--- src/rtl/matmul_pkg.sv ---
// ============================================================================
// Module   : matmul_pkg
// Purpose  : Shared FSM encoding and sizing helpers for matmul_lane_engine.
// Revision : 1.0 - initial release
// ============================================================================
`default_nettype none

package matmul_pkg;

    typedef enum logic [1:0] {
        ST_IDLE = 2'd0,
        ST_CALC = 2'd1,
        ST_WB   = 2'd2,
        ST_DONE = 2'd3
    } state_e;

    localparam int unsigned WORD_W = 32;

    // 32-bit X words that make up one row image of LANES elements
    function automatic int unsigned wpr_of(input int unsigned lanes, input int unsigned dw);
        return (lanes * dw) / WORD_W;
    endfunction

    // index width that never collapses to zero bits
    function automatic int unsigned idx_w(input int unsigned depth);
        return (depth > 1) ? $clog2(depth) : 1;
    endfunction

endpackage

`default_nettype wire

--- src/rtl/mac_lane.sv ---
// ============================================================================
// Module   : mac_lane
// Purpose  : One unsigned multiply-accumulate lane with clear and enable.
//            MATMUL_SAT_EN selects saturating accumulation (else wraps).
// Revision : 1.0 - initial release
// ============================================================================
`default_nettype none

module mac_lane
    import matmul_pkg::*;
#(
    parameter int DW    = 8,
    parameter int ACC_W = 18
) (
    input  logic             clk,
    input  logic             rst,
    input  logic             clear,
    input  logic             en,
    input  logic [DW-1:0]    a,
    input  logic [DW-1:0]    x,
    output logic [ACC_W-1:0] acc
);

    localparam int PROD_W = 2 * DW;
    localparam int SUM_W  = ((ACC_W > PROD_W) ? ACC_W : PROD_W) + 1;

    logic [ACC_W-1:0]  acc_q, acc_d;
    logic [PROD_W-1:0] prod;
    logic [SUM_W-1:0]  sum;
    logic [ACC_W-1:0]  acc_next;

    always_comb begin
        prod = PROD_W'(a) * PROD_W'(x);
        sum  = SUM_W'(acc_q) + SUM_W'(prod);
`ifdef MATMUL_SAT_EN
        acc_next = (|sum[SUM_W-1:ACC_W]) ? '1 : sum[ACC_W-1:0];
`else
        acc_next = sum[ACC_W-1:0];
`endif
        acc_d = acc_q;
        if (clear) begin
            acc_d = '0;
        end else if (en) begin
            acc_d = acc_next;
        end
    end

    always_ff @(posedge clk or negedge rst) begin
        if (!rst) begin
            acc_q <= '0;
        end else begin
            acc_q <= acc_d;
        end
    end

    assign acc = acc_q;

endmodule

`default_nettype wire

--- src/rtl/matmul_lane_engine.sv ---
// ============================================================================
// Module   : matmul_lane_engine
// Purpose  : Y = A*X over LANES parallel MAC lanes with loadable A/X stores,
//            result SRAM and start/busy handshake. MATMUL_SAT_EN: saturate.
// Revision : 1.0 - initial release
// ============================================================================
`default_nettype none

module matmul_lane_engine
    import matmul_pkg::*;
#(
    parameter int LANES          = 4,
    parameter int DW             = 8,
    parameter int ACC_W          = 18,
    parameter int K_MAX          = 16,
    parameter int ROWS_MAX       = 8,
    parameter int APB_ADDR_WIDTH = 12
) (
    input  logic                                clk,
    input  logic                                rst,
    input  logic                                load_en,
    input  logic                                valid_input,
    input  logic [31:0]                         PWDATA,
    input  logic                                coef_we,
    input  logic [$clog2(ROWS_MAX*K_MAX)-1:0]   coef_addr,
    input  logic [DW-1:0]                       coef_wdata,
    input  logic [$clog2(K_MAX)-1:0]            k_len,
    input  logic [$clog2(ROWS_MAX)-1:0]         row_cnt,
    input  logic                                start,
    input  logic                                read_n,
    input  logic [APB_ADDR_WIDTH-1:0]           r_addr,
    output logic                                busy,
    output logic                                load_done,
    output logic                                cal_finish,
    output logic                                ry,
    output logic [31:0]                         data_out
);

    localparam int WPR = wpr_of(LANES, DW);
    localparam int KW  = idx_w(K_MAX);
    localparam int RW  = idx_w(ROWS_MAX);
    localparam int LW  = idx_w(LANES);
    localparam int XD  = K_MAX * WPR;
    localparam int XAW = idx_w(XD);
    localparam int PW  = $clog2(XD + 1);
    localparam int AD  = ROWS_MAX * K_MAX;
    localparam int RD  = ROWS_MAX * LANES;
    localparam int RAW = idx_w(RD);

    logic [31:0]   x_mem   [XD];
    logic [DW-1:0] a_mem   [AD];
    logic [31:0]   res_mem [RD];

    state_e        state_q, state_d;
    logic [RW-1:0] row_q, row_d, rcnt_q, rcnt_d;
    logic [KW-1:0] k_q, k_d, klen_q, klen_d;
    logic [LW-1:0] lane_q, lane_d;
    logic [PW-1:0] load_ptr_q, load_ptr_d;
    logic          load_done_q, load_done_d;
    logic          busy_q, busy_d;
    logic          cal_finish_q, cal_finish_d;
    logic          ry_q, ry_d;
    logic [31:0]   data_out_q, data_out_d;

    logic            acc_clr, mac_en, x_we, a_we, res_we, rd_hit;
    logic [KW:0]     klen_eff;
    logic [PW-1:0]   load_target;
    logic [RAW-1:0]  res_waddr;
    logic [31:0]     res_wdata;
    logic [DW-1:0]   a_cur;
    logic [WPR*32-1:0] x_row;
    logic [ACC_W-1:0]  acc_all [LANES];

    assign klen_eff    = (k_len == '0) ? (KW+1)'(K_MAX) : {1'b0, k_len};
    assign load_target = PW'(int'(klen_eff) * WPR);
    assign x_we   = load_en && valid_input && !busy_q && !load_done_q && (load_ptr_q < PW'(XD));
    assign a_we   = coef_we && !busy_q;
    assign mac_en = (state_q == ST_CALC);
    assign res_we = (state_q == ST_WB);
    assign res_waddr = RAW'(int'(row_q) * LANES + int'(lane_q));
    assign res_wdata = 32'(acc_all[lane_q]);
    assign a_cur     = a_mem[{row_q, k_q}];
    assign rd_hit    = (int'(r_addr) < RD);

    // row image of X for the current k; lane l sits at bits [l*DW +: DW]
    always_comb begin
        x_row = '0;
        for (int w = 0; w < WPR; w++) begin
            x_row[w*32 +: 32] = x_mem[XAW'(int'(k_q) * WPR + w)];
        end
    end

    for (genvar l = 0; l < LANES; l++) begin : g_lane
        mac_lane #(
            .DW    (DW),
            .ACC_W (ACC_W)
        ) u_mac (
            .clk   (clk),
            .rst   (rst),
            .clear (acc_clr),
            .en    (mac_en),
            .a     (a_cur),
            .x     (x_row[l*DW +: DW]),
            .acc   (acc_all[l])
        );
    end

    always_comb begin
        state_d    = state_q;
        row_d      = row_q;
        k_d        = k_q;
        lane_d     = lane_q;
        klen_d     = klen_q;
        rcnt_d     = rcnt_q;
        acc_clr    = 1'b0;
        load_ptr_d = load_ptr_q;
        load_done_d = load_done_q;

        case (state_q)
            ST_IDLE: begin
                if (start && load_done_q) begin
                    state_d = ST_CALC;
                    row_d   = '0;
                    k_d     = '0;
                    lane_d  = '0;
                    klen_d  = k_len;
                    rcnt_d  = row_cnt;
                    acc_clr = 1'b1;
                end
            end
            ST_CALC: begin
                // k_len/row_cnt of 0 mean the maximum: the -1 wraps to all ones
                if (k_q == klen_q - KW'(1)) begin
                    state_d = ST_WB;
                    k_d     = '0;
                    lane_d  = '0;
                end else begin
                    k_d = k_q + KW'(1);
                end
            end
            ST_WB: begin
                if (lane_q == LW'(LANES - 1)) begin
                    lane_d = '0;
                    if (row_q == rcnt_q - RW'(1)) begin
                        state_d = ST_DONE;
                    end else begin
                        state_d = ST_CALC;
                        row_d   = row_q + RW'(1);
                        acc_clr = 1'b1;
                    end
                end else begin
                    lane_d = lane_q + LW'(1);
                end
            end
            default: begin
                state_d = ST_IDLE;
            end
        endcase

        if (x_we) begin
            load_ptr_d = load_ptr_q + PW'(1);
        end
        if (!busy_q && !load_done_q && (load_ptr_d >= load_target)) begin
            load_done_d = 1'b1;
        end
        if (state_q == ST_DONE) begin
            load_ptr_d  = '0;
            load_done_d = 1'b0;
        end

        busy_d       = (state_d == ST_CALC) || (state_d == ST_WB);
        cal_finish_d = (state_d == ST_DONE);
        ry_d         = !read_n;
        data_out_d   = data_out_q;
        if (!read_n) begin
            data_out_d = rd_hit ? res_mem[r_addr[RAW-1:0]] : '0;
        end
    end

    always_ff @(posedge clk or negedge rst) begin
        if (!rst) begin
            state_q      <= ST_IDLE;
            row_q        <= '0;
            k_q          <= '0;
            lane_q       <= '0;
            klen_q       <= '0;
            rcnt_q       <= '0;
            load_ptr_q   <= '0;
            load_done_q  <= 1'b0;
            busy_q       <= 1'b0;
            cal_finish_q <= 1'b0;
            ry_q         <= 1'b0;
            data_out_q   <= '0;
        end else begin
            state_q      <= state_d;
            row_q        <= row_d;
            k_q          <= k_d;
            lane_q       <= lane_d;
            klen_q       <= klen_d;
            rcnt_q       <= rcnt_d;
            load_ptr_q   <= load_ptr_d;
            load_done_q  <= load_done_d;
            busy_q       <= busy_d;
            cal_finish_q <= cal_finish_d;
            ry_q         <= ry_d;
            data_out_q   <= data_out_d;
        end
    end

    // storage arrays survive reset so finished rows stay readable
    always_ff @(posedge clk) begin
        if (x_we) begin
            x_mem[load_ptr_q[XAW-1:0]] <= PWDATA;
        end
        if (a_we) begin
            a_mem[coef_addr] <= coef_wdata;
        end
        if (res_we) begin
            res_mem[res_waddr] <= res_wdata;
        end
    end

    assign busy       = busy_q;
    assign load_done  = load_done_q;
    assign cal_finish = cal_finish_q;
    assign ry         = ry_q;
    assign data_out   = data_out_q;

endmodule

`default_nettype wire

--- config.mk ---
export PLATFORM = sky130hd
export DESIGN_NAME = matmul_lane_engine
export DESIGN_NICKNAME = d
export VERILOG_FILES = /design/src/rtl/matmul_pkg.sv /design/src/rtl/mac_lane.sv /design/src/rtl/matmul_lane_engine.sv
export SDC_FILE = /design/constraint.sdc
export NUM_CORES = 2
export LEC_CHECK = 0
export BUFFER_PORTS_ARGS = -buffer_cell sky130_fd_sc_hd__buf_2
export CORE_MARGIN = 5
export CORE_UTILIZATION = 60
export CTS_BUF_LIST = sky130_fd_sc_hd__clkbuf_8 sky130_fd_sc_hd__clkbuf_16
export CTS_CLUSTER_DIAMETER = 200
export DETAILED_ROUTE_END_ITERATION = 6
export GPL_ROUTABILITY_DRIVEN = 1
export PLACE_DENSITY = 0.8
export SETUP_SLACK_MARGIN = 0.05
export SKIP_CTS_REPAIR_TIMING = 1
export SKIP_LAST_GASP = 1
export SYNTH_ARGS = -nofsm -noshare
export SYNTH_HDL_FRONTEND = slang
export SYNTH_SLANG_ARGS = --single-unit
export TNS_END_PERCENT = 30
--- constraint.sdc ---
create_clock -name clk -period 8.6 [get_ports clk]
set_input_delay 1.72 -clock clk [delete_from_list [all_inputs] [get_ports clk]]
set_output_delay 1.72 -clock clk [all_outputs]
set_load 0.02 [all_outputs]
# ---- After elaboration in Yosys (flattened, before gate mapping)
# Memories as Yosys holds them, arrays and structs flattened.
# Index checks and enable logic that the tools add are counted.
dict set report word_totals {
  n_memories 3
  out_inout_bits 36
  ramBits 2112
  input_bits 73
  regBits 131
}
# name words width rd rd_ports_with_merged_regs wr line_no
set mem_list {}
lappend mem_list {a_mem 128 8 1 0 1 matmul_lane_engine.sv:51} ;# logic [DW-1:0] a_mem [AD];
lappend mem_list {res_mem 32 18 1 0 1 matmul_lane_engine.sv:52} ;# logic [31:0] res_mem [RD];
lappend mem_list {x_mem 16 32 1 0 1 matmul_lane_engine.sv:50} ;# logic [31:0] x_mem [XD];
dict set report op_classes {
  n_mux 43
  eq_ne 13
  n_reduce_logical 23
  n_lt_le_gt_ge 4
  n_mul 4
  addsub 11
  n_bitwise 1
}
# op n
set ops {}
lappend ops {{two-way mux 18 bit} 10}
lappend ops {{adder 18 x 16 -> 18 bit} 4}
lappend ops {{multiplier 8 x 8 -> 16 bit} 4}
lappend ops {{binary-select mux 18 bit (select 2 bit)} 1}
lappend ops {{two-way mux 32 bit} 1}
lappend ops {{two-way mux 5 bit} 3}
lappend ops {{two-way mux 2 bit} 7}
lappend ops {{< comparator 12 x 6 -> 1 bit, second input constant} 1}
lappend ops {{one-hot mux 2 bit (3 select lines)} 2}
lappend ops {{two-way mux 1 bit} 11}
lappend ops {{equality test 2 bit, second input constant} 5}
lappend ops {{two-way mux 3 bit} 3}
lappend ops {{logical AND 1 bit} 8}
lappend ops {{two-way mux 4 bit} 2}
lappend ops {{one-hot mux 4 bit (2 select lines)} 1}
lappend ops {{nonzero test 2 bit} 4}
lappend ops {{inequality test 2 bit, second input constant} 3}
lappend ops {{one-hot mux 3 bit (2 select lines)} 1}
lappend ops {{adder 5 x 1 -> 5 bit, second input constant} 1}
lappend ops {{adder 5 x 2 -> 5 bit} 1}
lappend ops {{>= comparator 5 bit} 1}
lappend ops {{< comparator 5 bit, second input constant} 1}
lappend ops {{adder 4 x 1 -> 4 bit, second input constant} 1}
lappend ops {{equality test 2 x 1 -> 1 bit, second input constant} 2}
lappend ops {{other kinds (18)} 21}

# ---- Depth between registers and ports, before layout
dict set report logic_depth {
  ltp_word 9
  ltp_mapped 32
  ltp_nobuf 24
}

# ---- By module
# From an unflattened synthesis, not the netlist that was laid out.
dict set report hier_totals {
  hier_cells 5862
  area_unflattened_um2 98210.4
}
# module area_each_um2 n_inst cells_each
set by_module_without_submodules {}
lappend by_module_without_submodules {matmul_lane_engine 84303.4 1 4258}
lappend by_module_without_submodules {{mac_lane at g_lane[0].u_mac ...} 3465.8 2 399}
lappend by_module_without_submodules {{mac_lane at g_lane[3].u_mac} 3545.9 1 413}
lappend by_module_without_submodules {{mac_lane at g_lane[2].u_mac} 3429.5 1 393}

# ---- Worst setup path after synthesis
# No wires, ideal clock.
dict set report synth_path {
  path_kind {register to register}
  start {register k_q[0]}
  end {register g_lane[1].u_mac.acc_q[17]}
  setup_slack_ps 2084
  setup_time_ps 87
  synth_period_minus_slack_ps 6516
  arrival_time_ps 6429
  stages_incl_launch_ff 28
  required_ps 8513
  path_cell_list {dfrtp_1 > buf_6 > buf_8 > buf_6 > buf_6 > buf_6 > buf_6 > buf_4 > mux4_2 > mux2_2 > o21ai_2 > nor2_1 > fa_1 > inv_1 > fa_1 > inv_1 > fa_1 > inv_1 > fa_1 > inv_1 > ha_1 > o211ai_1 > a21oi_1 > o211ai_1 > a21oi_1 > nor3_1 > or4b_2 > o211ai_1}
}
dict set report synth_via {
  elab_chain_cells 5
  word_cells_on_any_way 6
  classes_between {1 x add/sub; 1 x mul; 2 x mux; 2 x memory}
}
# element line_no
set synth_lines {}
lappend synth_lines {{start, declared} matmul_lane_engine.sv:56} ;# logic [KW-1:0] k_q, k_d, klen_q, klen_d;
lappend synth_lines {{start signal, assigned} matmul_lane_engine.sv:197} ;# k_q <= k_d;
lappend synth_lines {{memory (128 x 8 bit) / memory (16 x 32 bit) (equally long branches)} --}
lappend synth_lines {{multiplier 8 x 8 -> 16 bit (*)} mac_lane.sv:33} ;# prod = PROD_W'(a) * PROD_W'(x);
lappend synth_lines {{adder 18 x 16 -> 18 bit (*)} mac_lane.sv:34} ;# sum = SUM_W'(acc_q) + SUM_W'(prod);
lappend synth_lines {{two-way mux 18 bit (*)} mac_lane.sv:43} ;# end else if (en) begin
lappend synth_lines {{two-way mux 18 bit (*)} mac_lane.sv:41} ;# if (clear) begin
lappend synth_lines {{end signal, assigned} mac_lane.sv:50} ;# acc_q <= '0;
lappend synth_lines {{end signal, assigned} mac_lane.sv:52} ;# acc_q <= acc_d;
lappend synth_lines {{end, declared} mac_lane.sv:27} ;# logic [ACC_W-1:0] acc_q, acc_d;
# Mark *: on every way between the ends. The rest lies on a longest branch, timed or not. The select of a mux whose other input is x is not followed.
# A chain may end at the register's enable or synchronous reset.

# ---- Worst setup path after layout
dict set report layout_path {
  start {register row_q[2]}
  end {register g_lane[1].u_mac.acc_q[17]}
}
dict set report layout_via {
  elab_chain_cells 5
  word_cells_on_any_way 10
  classes_between {1 x add/sub; 1 x mul; 1 x eq/ne; 5 x mux; 1 x reduce/logical; 1 x memory}
}
# element line_no
set layout_lines {}
lappend layout_lines {{start, declared} matmul_lane_engine.sv:55} ;# logic [RW-1:0] row_q, row_d, rcnt_q, rcnt_d;
lappend layout_lines {{start signal, assigned} matmul_lane_engine.sv:196} ;# row_q <= row_d;
lappend layout_lines {{memory (128 x 8 bit) / equality test 3 bit (equally long branches)} --}
lappend layout_lines {{multiplier 8 x 8 -> 16 bit / two-way mux 1 bit (equally long branches)} {mac_lane.sv:33, matmul_lane_engine.sv:144}}
lappend layout_lines {{adder 18 x 16 -> 18 bit / two-way mux 1 bit (equally long branches)} {mac_lane.sv:34, matmul_lane_engine.sv:142}}
lappend layout_lines {{two-way mux 18 bit / one-hot mux 1 bit (2 select lines) (equally long branches)} {mac_lane.sv:43, matmul_lane_engine.sv:119}}
lappend layout_lines {{two-way mux 18 bit / nonzero test 2 bit (equally long branches)} --}
# Parallel ways exist; a longest one is shown, timed or not. The select of a mux whose other input is x is not followed.

==> impl_results.rst <==
.. list-table::
   :header-rows: 1

   * - Metric
     - Value
   * - Syn Std Cell Area
     - 98100 sq um
   * - Warnings from Yosys
     - 0
   * - Final cycle utilization of the critical path
     - 94.3%
   * - Post-route insts no fill
     - 8353
   * - Number of nets with antenna violations after detailed routing
     - 0
   * - R2r startpoint
     - row_q[2]
   * - Crit path buf inv count
     - 3
   * - Clock Sink Count
     - 2229
   * - Max_cap viols
     - 0
   * - Pre-Repair DR Iteration Count
     - 6
   * - TritonCTS buffer count
     - 210
   * - Average vias per placed instance
     - 6.45
   * - Number of max-slew violations in the final report
     - 0
   * - Number of H-tree levels
     - 4
   * - Worst Slack Setup Final
     - 486 ps
   * - Top-level I/O count
     - 109
   * - Layout cell share with drive strength beyond 1
     - 17.4%
   * - Count of distinct cell types in the synthesized netlist
     - 68
   * - Routability congestion estimate
     - 0.890
   * - Least-Margin Pin Slew
     - 1390 ps
   * - Achievable frequency
     - 0.123 GHz
   * - Summed negative setup slack over all endpoints
     - 0 ps
   * - Clock-pin slew on the worst setup and hold paths
     - 60 ps
   * - Data arrival at the endpoint of the critical path
     - 8860 ps
   * - Post-layout nets
     - 6440
   * - Root Driver
     - clkbuf_16
   * - Kind of end point of the critical path
     - flip-flop
   * - Post-Place Worst Slack
     - 782 ps
   * - Kind of cell with the highest combined delay on the critical path
     - simple AND/OR/NAND/NOR gates
   * - TritonCTS clock tree
     - built
   * - Die Wd
     - 414 um
   * - Detailed placement HPWL
     - 140000 um
   * - Insertion delay to the later sink of the worst-skew pair
     - 880 ps
   * - Worst min path class
     - reg2reg
   * - Worst setup path class
     - reg2reg
   * - Effective utilization at floorplan
     - 60.3%
   * - Number of hold violations in the final report
     - 0
   * - Detailed-route DRC error count
     - 0
   * - Longest Clk Path Bufs
     - 3
   * - IO buf count
     - 94
   * - Sequential element share of the synthesized area
     - 67.7%
   * - Worst stage delay on the critical path
     - 1270 ps
   * - Wire length reported by the detailed router
     - 241000 um
   * - Total number of vias
     - 53900
   * - Critical path data required time
     - 9350 ps
   * - Cell count after synthesis
     - 5830
   * - Crit start category
     - flip-flop
   * - Die area
     - 172000 sq um
   * - Final setup viols
     - 0
   * - First-pass GRT wire length
     - 357000 um
   * - Peak fanout along the critical path
     - 26
   * - Slowest cell on crit path
     - dfrtp_1
   * - Synthesis-stage register bit count
     - 2229
   * - Layout Utilization
     - 66.6%
   * - Height of the chip
     - 414 um
   * - Worst Skew
     - 84.0 ps
   * - Row count
     - 148
   * - Critical Path Start
     - row_q[2]
   * - Dominant cell type by count on the critical path
     - fa_1
   * - Core area
     - 163000 sq um
   * - FFs w/ async S/R, synth
     - 5.25%
   * - Minimum clock period
     - 8110 ps
   * - EDFF count, synth
     - 2112
   * - Vias in the first global route
     - 55000
   * - GRT Residual Overflow
     - 0
   * - Main flop type after synthesis
     - edfxtp_1
   * - Layout Area Growth over Synthesis
     - 10.3%
   * - Aggregate global-route resource usage
     - 27.9%
   * - Pin count of the biggest net entering global routing
     - 134
   * - CP cell instances
     - or4_1 > a21oi_1 > nand3_1 > nand4_1 > nor3_1 > and2_1 > buf_4 > nor2_1 > fa_1 > fa_1 > fa_1 > inv_1 > fa_1 > inv_1 > ha_1 > a21oi_1 > nand2_1 > o211ai_1 > a21oi_1 > o21ai_0 > or4b_2 > o211ai_1
   * - Synth Area per Inst
     - 16.8 sq um
   * - Initial antenna violation count
     - 10
   * - Post-detailed-route wirelength per cell
     - 28.8 um
   * - Hold path start
     - data_out[15]
   * - Number of cells in the design after placement
     - 7952
   * - Slew margin rel.
     - 7.02%
   * - Outcome
     - completed
   * - RSZ-0062 raised after global routing
     - false
   * - Detailed Route Iter0 Violations
     - 7411
## sequential cells by signal (all words and copies together) (netlist names)
| register | flops |
|---|---|
| a_mem | 1024 |
| busy | 1 |
| cal_finish | 1 |
| data_out | 18 |
| g_lane.u_mac.acc | 72 |
| k_q | 4 |
| klen_q | 4 |
| lane_q | 2 |
| load_done | 1 |
| load_ptr_q | 5 |
| rcnt_q | 3 |
| res_mem | 576 |
| row_q | 3 |
| ry | 1 |
| state_q | 2 |
| x_mem | 512 |
## placed cells by master (no fill, tap or decap), drive strengths merged, types with 9 or more instances in the layout
master,instances
nand4,35
nand2b,69
and3,20
clkbuf,215
a21o,39
inv,453
mux4,344
or2,21
ha,178
xnor2,25
nor3,18
fa,200
buf,241
and2,19
edfxtp,2112
o21bai,10
conb,14
a21oi,138
dfrtp,117
clkinv,105
a31oi,9
mux2,64
nand3,131
a211oi,10
bufinv,23
a22o,25
o22ai,19
xor2,31
nor2b,42
mux2i,481
o31ai,22
nand2,266
o21ai,109
a22oi,134
nor2,354
## cells by family after synthesis
family,after synthesis,synth area share [%]
simple gates,1015,4.86
flops,2229,67.7
mux,889,13.5
compound gates,547,3.70
other cells,1,0.00382
fa+ha+maj,378,6.35
xor+xnor,56,0.500
buf+inv,715,3.38
## per-stage QoR
step	area (sq um)	hold WS [ps]
global placement	101000	459
detailed placement	101000	474
finish	108000	483
global route	108000	524
CTS	108000	487
floorplan	98100	466
## final timing paths
kind | cells after the start | end | slack, ps
worst max-delay path | 22 | g_lane[1].u_mac.acc[17] | 490
worst min-delay path | 2 | data_out[15] | 480
worst max register to register | 22 | g_lane[1].u_mac.acc[17] | 490
worst min register to register | 2 | data_out[15] | 480
max in group asynchronous | 2 | k_q[1] | 6310
min in group asynchronous | 1 | load_ptr_q[1] | 850
## routing by layer
metal	track usage, %	wire length, um	vias to the layer above
met1	37.2	87800	27500
met2	44.9	117000	3366
met5	0	27	-
met3	5.73	23800	627
met4	12.8	12000	4
li1	-	-	22400
## tightest hold or removal path, cell delays in order (launching register included)
cell     delay [ps]
dfrtp_1         340
nand2_1          50
o31ai_1          50
## cell usage after synthesis, types with 15 or more instances
library cell / instances / share of area, %
mux2i_1: 481 / 4.9
and2_1: 19 / 0.12
o31ai_1: 22 / 0.17
xnor2_1: 25 / 0.22
nand4_1: 35 / 0.22
mux2_2: 64 / 0.73
a22o_1: 25 / 0.22
xor2_1: 31 / 0.28
ha_1: 178 / 2.3
buf_2: 57 / 0.29
nand3_1: 131 / 0.67
dfrtp_1: 117 / 3.0
edfxtp_1: 2112 / 65
a22oi_1: 134 / 1.0
and3_1: 20 / 0.13
buf_6: 47 / 0.54
o21ai_0: 83 / 0.42
a21o_1: 39 / 0.30
nor2_1: 353 / 1.4
o21ai_2: 20 / 0.18
buf_1: 34 / 0.13
or2_2: 15 / 0.096
nand2_1: 266 / 1.0
a21oi_1: 138 / 0.70
nor2b_1: 42 / 0.27
mux4_2: 344 / 7.9
fa_1: 200 / 4.1
buf_4: 40 / 0.31
nor3_1: 17 / 0.087
nand2b_1: 69 / 0.44
inv_1: 408 / 1.6
o22ai_1: 19 / 0.12
clkbuf_1: 124 / 0.47
## layout make-up
| type | count | area [sq um] |
|---|---|---|
| Sequential cell | 2229 | 66400 |
| Fill cell | 10300 | 54400 |
| Multi-Input combinational cell | 2899 | 28600 |
| Clock buffer | 215 | 5320 |
| Tap cell | 2175 | 2720 |
| Timing Repair Buffer | 241 | 1890 |
| Clock inverter | 179 | 1740 |
| Inverter | 408 | 1530 |
| Antenna cell | 7 | 17.5 |
Power is not shown: default switching activity piles up to over one toggle a cycle in this logic, so the estimate is an artifact.
